--- config.mk ---
export PLATFORM = sky130hd
export DESIGN_NAME = line_clear_engine_flat
export DESIGN_NICKNAME = d
export VERILOG_FILES = /design/src/rtl/line_clear_engine_if.sv /design/src/rtl/line_clear_engine.sv /design/src/flat_wrapper.sv
export SDC_FILE = /design/constraint.sdc
export NUM_CORES = 2
export LEC_CHECK = 0
export BUFFER_PORTS_ARGS = -buffer_cell sky130_fd_sc_hd__buf_4
export CORE_AREA = 2 2 626 628
export CTS_BUF_LIST = sky130_fd_sc_hd__clkbuf_8
export CTS_CLUSTER_DIAMETER = 30
export DETAILED_ROUTE_END_ITERATION = 6
export DIE_AREA = 0 0 628 630
export SYNTH_ARGS = -nofsm -noshare
export SYNTH_HDL_FRONTEND = slang
export SYNTH_SLANG_ARGS = --single-unit
--- constraint.sdc ---
create_clock -name Clk -period 51.2 [get_ports Clk]
set_clock_uncertainty 0.15 [all_clocks]
set_input_delay 10.24 -clock Clk [delete_from_list [all_inputs] [get_ports Clk]]
set_output_delay 10.24 -clock Clk [all_outputs]
set_load 0.1 [all_outputs]
--- src/rtl/line_clear_engine_if.sv ---
// Bus between a playfield owner and the line-clear engine: request side
// (start, map_in) and result side (map_out, status, score).
interface line_clear_engine_if #(
  parameter int ROWS  = 20,
  parameter int COLS  = 10,
  parameter int CELLW = 4
);
  logic                                  start;
  logic [ROWS-1:0][COLS-1:0][CELLW-1:0]  map_in;
  logic [ROWS-1:0][COLS-1:0][CELLW-1:0]  map_out;
  logic                                  busy;
  logic                                  done;
  logic [4:0]                            lines_cleared;
  logic [13:0]                           score;

  modport master (
    output start, map_in,
    input  map_out, busy, done, lines_cleared, score
  );

  modport slave (
    input  start, map_in,
    output map_out, busy, done, lines_cleared, score
  );
endinterface

--- src/rtl/line_clear_engine.sv ---
// Removes full rows from a locked playfield one row per cycle, drops the
// survivors to the bottom, zero-fills the top and keeps a saturating score.
module line_clear_engine #(
  parameter int ROWS  = 20,
  parameter int COLS  = 10,
  parameter int CELLW = 4
) (
  input  logic Clk,
  input  logic Reset,
  input  logic game_reset,
  line_clear_engine_if.slave bus
);
  localparam int IW = $clog2(ROWS);
  localparam int CW = $clog2(ROWS + 1);

  typedef logic [COLS-1:0][CELLW-1:0] row_t;
  typedef enum logic [1:0] {IDLE, SCAN, FILL, DONE} state_t;

  state_t           state_reg, state_next;
  row_t [ROWS-1:0]  work_reg, build_reg, build_next, map_out_reg;
  logic [IW-1:0]    rd_reg, wr_reg;
  logic [CW-1:0]    count_reg, count_next;
  logic [4:0]       lines_reg;
  logic [13:0]      score_reg, score_new;
  logic [14:0]      score_sum;
  logic             busy, done;

  logic clear;
  assign clear = !Reset || game_reset;

  row_t             cur_row;
  logic [COLS-1:0]  cell_set;
  logic             row_full, last_scan, last_fill;

  assign cur_row = work_reg[rd_reg];
  generate
    for (genvar gi = 0; gi < COLS; gi++) begin : g_cell
      assign cell_set[gi] = |cur_row[gi];
    end
  endgenerate
  assign row_full  = &cell_set;
  assign last_scan = (rd_reg == '0);
  // After SCAN, wr points at the highest row still to be zero-filled.
  assign last_fill = (wr_reg == '0);

  function automatic logic [14:0] points(input logic [CW-1:0] k);
    case (k)
      CW'(0):  points = 15'd0;
      CW'(1):  points = 15'd1;
      CW'(2):  points = 15'd3;
      CW'(3):  points = 15'd5;
      default: points = 15'(k) << 1;
    endcase
  endfunction

  always_ff @(posedge Clk) begin
    if (clear) state_reg <= IDLE;
    else       state_reg <= state_next;
  end

  always_comb begin
    state_next = state_reg;
    case (state_reg)
      IDLE: if (bus.start) state_next = SCAN;
      SCAN: if (last_scan) state_next = (count_next != '0) ? FILL : DONE;
      FILL: if (last_fill) state_next = DONE;
      DONE: state_next = IDLE;
      default: state_next = IDLE;
    endcase
  end

  always_comb begin
    busy = (state_reg != IDLE);
    done = (state_reg == DONE);
  end

  always_comb begin
    build_next = build_reg;
    count_next = count_reg;
    if (state_reg == SCAN) begin
      if (row_full) count_next = count_reg + 1'b1;
      else          build_next[wr_reg] = cur_row;
    end else if (state_reg == FILL) begin
      build_next[wr_reg] = '0;
    end
  end

  assign score_sum = {1'b0, score_reg} + points(count_next);
  assign score_new = (score_sum > 15'd9999) ? 14'd9999 : score_sum[13:0];

  always_ff @(posedge Clk) begin
    if (clear) begin
      map_out_reg <= '0;
      lines_reg   <= '0;
      score_reg   <= '0;
    end else begin
      case (state_reg)
        IDLE: if (bus.start) begin
          work_reg  <= bus.map_in;
          rd_reg    <= IW'(ROWS - 1);
          wr_reg    <= IW'(ROWS - 1);
          count_reg <= '0;
        end
        SCAN: begin
          rd_reg    <= rd_reg - 1'b1;
          if (!row_full) wr_reg <= wr_reg - 1'b1;
          count_reg <= count_next;
          build_reg <= build_next;
        end
        FILL: begin
          wr_reg    <= wr_reg - 1'b1;
          build_reg <= build_next;
        end
        default: ;
      endcase
      // Results land on the edge entering DONE so they are valid with done.
      if (state_next == DONE) begin
        map_out_reg <= build_next;
        lines_reg   <= 5'(count_next);
        score_reg   <= score_new;
      end
    end
  end

  assign bus.map_out       = map_out_reg;
  assign bus.lines_cleared = lines_reg;
  assign bus.score         = score_reg;
  assign bus.busy          = busy;
  assign bus.done          = done;
endmodule

--- src/flat_wrapper.sv ---
// flat-port wrapper written by rule: the top's interface ports become plain ports
module line_clear_engine_flat 
#(
  parameter int ROWS  = 20,
  parameter int COLS  = 10,
  parameter int CELLW = 4
)
  (Clk, Reset, game_reset, bus_start, bus_map_in, bus_map_out, bus_busy, bus_done, bus_lines_cleared, bus_score);
  line_clear_engine_if #(.ROWS(ROWS), .COLS(COLS), .CELLW(CELLW)) bus_i ();
  input  logic Clk;
  input  logic Reset;
  input  logic game_reset;
  input wire logic [$bits(bus_i.start)-1:0] bus_start;
  input wire logic [$bits(bus_i.map_in)-1:0] bus_map_in;
  output wire logic [$bits(bus_i.map_out)-1:0] bus_map_out;
  output wire logic [$bits(bus_i.busy)-1:0] bus_busy;
  output wire logic [$bits(bus_i.done)-1:0] bus_done;
  output wire logic [$bits(bus_i.lines_cleared)-1:0] bus_lines_cleared;
  output wire logic [$bits(bus_i.score)-1:0] bus_score;
  assign bus_i.start = bus_start;
  assign bus_i.map_in = bus_map_in;
  assign bus_map_out = bus_i.map_out;
  assign bus_busy = bus_i.busy;
  assign bus_done = bus_i.done;
  assign bus_lines_cleared = bus_i.lines_cleared;
  assign bus_score = bus_i.score;
  line_clear_engine #(.ROWS(ROWS), .COLS(COLS), .CELLW(CELLW)) u_core (.Clk(Clk), .Reset(Reset), .game_reset(game_reset), .bus(bus_i));
endmodule
==> results.cfg <==
[worst_setup_path]
required_ns = 52.09
critPathSlowestCell = nor2b_4
cp.arrival_ns = 17.23
cpMostUsedCell = buf_4
worstPathCellList = buf_4 -> o21ai_0 -> o21ai_0 -> nor2b_4 -> buf_12 -> buf_4 -> buf_4 -> buf_4 -> buf_4 -> buf_4 -> a21oi_1 -> a311oi_1
crit_path_end_kind = register
crit_path_max_incr_delay_ns = 0.95
cp_max_fo = 140
critPathLaunchType = input pin
rrSetupSlack_ns = 37.95
r2r_cells = 22
path_class = input pin to register

[layout]
drive_gt1_share_pct = 28.9
design_area_um2 = 130000
fill_cells = 38700
layout.nets = 10700
area_growth_pct = 30.1

[clocking]
cts_tree = done
cts_buffer_depth = 4
cts_sinks = 2436
clock_latency_ns = 1.26
htreeDepth = 6
postCtsSetupBuffers = 0
clkTransAtPathRegs_ns = 0.06
cts.repair.resized = 0
cts_hold_buf = 0
clock-root-buffer = clkbuf_8
cts_made_buffers = 560

[detailed_routing]
via_per_inst = 5.37
drt-pass1-iter-count = 7
drc = 2
wl_um = 464000
drt-initial-drc-count = 11600
wl_per_cell_um = 29.9
ant_nets = 0
vias = 83500

[power_and_ir_drop]
pwr-share-comb_pct = 4.9
p_int_w = 0.00365
swShare_pct = 25.0
p_per_area_nw_per_um2 = 37.4
p_seq_share_pct = 43.9
leakage_nw = 46.4
power_frac_clock_pct = 51.2
p_switching_w = 0.00121
ir_drop_v = 0.0000292

[timing]
rsz0062_at_grt = no
setup_tns_ns = 0
hold_viol_final = 0
worst_slew_pin_slew_ns = 1.23
fin_crit_sh_pct = 31.9
max_slew_margin_pct = 18.1
setup_viol_count_final = 0
fmax_mhz = 61.2
timing.final.crit_period_ns = 16.34
drv_slew = 0

[floorplanning]
rows = 229
initial_core_util_pct = 25.8
die_height_um = 630
core_area_um2 = 388000
io-pin-count = 1625
dieArea_um2 = 396000
dieWidth_um = 628

[global_routing]
grt_max_degree = 195
grt_pass1_vias = 78700
track_usage_pct = 22.1
antenna_found_initial = 74
grt_pass1_wl_um = 626000
grt_overflow_total = 0

[run_status]
violations = DRC
status = finished, violations left

[synth]
synth_nets = 9124
synth_cell_types = 75
synth-warning-count = 0
ys.flop_type = edfxtp_1
ys_ff_latch = 2436
synth_enable_flop_cells = 1615
synth_cells = 8302
syn_area_um2 = 100000
syn_avg_cell_area_um2 = 12.0
synth_async_sr_flop_share_pct = 0
ys_seq_area_share_pct = 64.9

[placed_design]
placed_area_um2 = 117000
place_congestion = 0.860
post-dp-hpwl_um = 305000
io_buffers = 1624

[flow_run]
drv_cap = 0

[min_path]
whs_path_depth = 2
hold_path.class = register to register
## layout by cell type, fill, tap and decap left out, types with 10 or more instances in the layout
cell type   Yosys  final
nand2_1       991    985
clkbuf_8        0    607
mux4_2        136    136
nor2_1         56     34
nand4_1        11     11
o21ai_4         0     11
nor3_1         97     96
a21oi_1       863    847
mux2i_1       170    170
clkinv_4        0     12
edfxtp_1     1615   1615
ha_1           17     11
a31oi_1        89     83
a22oi_1        39     39
clkinv_2        0     79
inv_6           0     10
a311oi_1      805    805
nand3_1       614    611
bufinv_16       0     64
diode_2         0     42
clkinv_8        0     11
clkinv_1        1     56
dfxtp_1       821    821
or3_1         143    142
a211oi_1       10     10
clkinvlp_4      0     52
buf_12          3     14
a31oi_4        12     21
buf_4          64   1830
a221oi_1       16     15
o211ai_1       23     23
o21ai_1        60     60
inv_1          18    122
inv_12          0     16
nor2_4          0     16
o21ai_0       697    686
## worst paths after layout
kind	from	endpoint
setup / recovery	bus_start	u_core.bus.map_out[495]
hold / removal	u_core.bus.score[4]	u_core.bus.score[4]
setup reg to reg	u_core.rd_reg[0]	u_core.bus.map_out[495]
hold reg to reg	u_core.bus.score[4]	u_core.bus.score[4]
## metrics by stage
stage,total power [W],std cells,hold WS (ns),util (%),setup slack [ns]
2_1_floorplan,0.00232,8302,0.371,-,4.97
3_3_place_gp,0.00241,14500,0.353,30.2,34.06
3_5_place_dp,0.00241,14500,0.347,30.2,34.04
4_1_cts,0.00489,15500,0.367,33.5,35.31
5_1_grt,0.00501,15500,0.380,33.5,34.78
6_report,0.00487,15500,0.366,33.5,34.86
## critical path: cells and delay by family
family	cells	cell delay, ns
AND/OR/NAND/NOR	1	0.95
buffers and inverters	7	4.57
AO/OA/AOI/OAI	4	0.88
## cell type report
| type | instances | area (um2) | share of cell area (%) |
|---|---|---|---|
| clock inverter | 422 | 4220 | 3.25 |
| clock buffer | 607 | 8350 | 6.42 |
| sequential | 2436 | 64900 | 49.9 |
| multi-input combinational | 4967 | 31800 | 24.5 |
| tap | 5197 | 6500 | 5.00 |
| antenna | 42 | 105 | 0.0808 |
| inverter | 20 | 77.6 | 0.0596 |
| timing repair buffer | 1844 | 14000 | 10.8 |
## cell families (layout without fill, tap and decap cells)
group                      after synthesis  in the layout  synth area share [%]
muxes                                  310            310                  4.81
and+or+nand+nor                       1972           1972                  8.91
DFF                                   2436           2436                  64.9
AOI/OAI and AO/OA                     2652           2652                  17.0
xor gates and xnor gates                15             15                 0.131
adders and majority gates               18             18                 0.233
other                                    0             42                     0
buffers and inverters                  899           2893                  3.95
## cells in the mapped netlist (17+ instances only)
master | number | area (um2)
a21oi_1 | 863 | 4320
a22oi_1 | 39 | 293
a311oi_1 | 805 | 7050
a31oi_1 | 89 | 557
buf_1 | 34 | 128
buf_2 | 97 | 485
buf_4 | 64 | 480
clkbuf_1 | 658 | 2470
dfxtp_1 | 821 | 16400
edfxtp_1 | 1615 | 48500
ha_1 | 17 | 213
inv_1 | 18 | 67.6
mux2i_1 | 170 | 1700
mux4_2 | 136 | 3060
nand2_1 | 991 | 3720
nand3_1 | 614 | 3070
nor2_1 | 56 | 210
nor3_1 | 97 | 485
o211ai_1 | 23 | 173
o21ai_0 | 697 | 3490
o21ai_1 | 60 | 300
or3_1 | 143 | 895
## power by group through the flow
stage / combinational [W] / sequential, W / clock, W
3_5_place_dp: 0.000237 / 0.00218 / 0
3_3_place_gp: 0.000235 / 0.00218 / 0
5_1_grt: 0.000251 / 0.00214 / 0.00262
6_report: 0.000239 / 0.00214 / 0.00249
2_1_floorplan: 0.000107 / 0.00221 / 0
4_1_cts: 0.000237 / 0.00214 / 0.00252
## routing by layer
layer / wire (um) / vias up / part of all wire [%] / global-route usage [%]
met3: 43200 / 993 / 9.3 / 5.07
met5: 152 / - / 0.033 / 0
li1: - / 35600 / - / -
met1: 170000 / 41700 / 37 / 26.6
met4: 31000 / 24 / 6.7 / 14.5
met2: 220000 / 5137 / 47 / 35.4
Note: power is estimated with default switching activity, not from simulation.
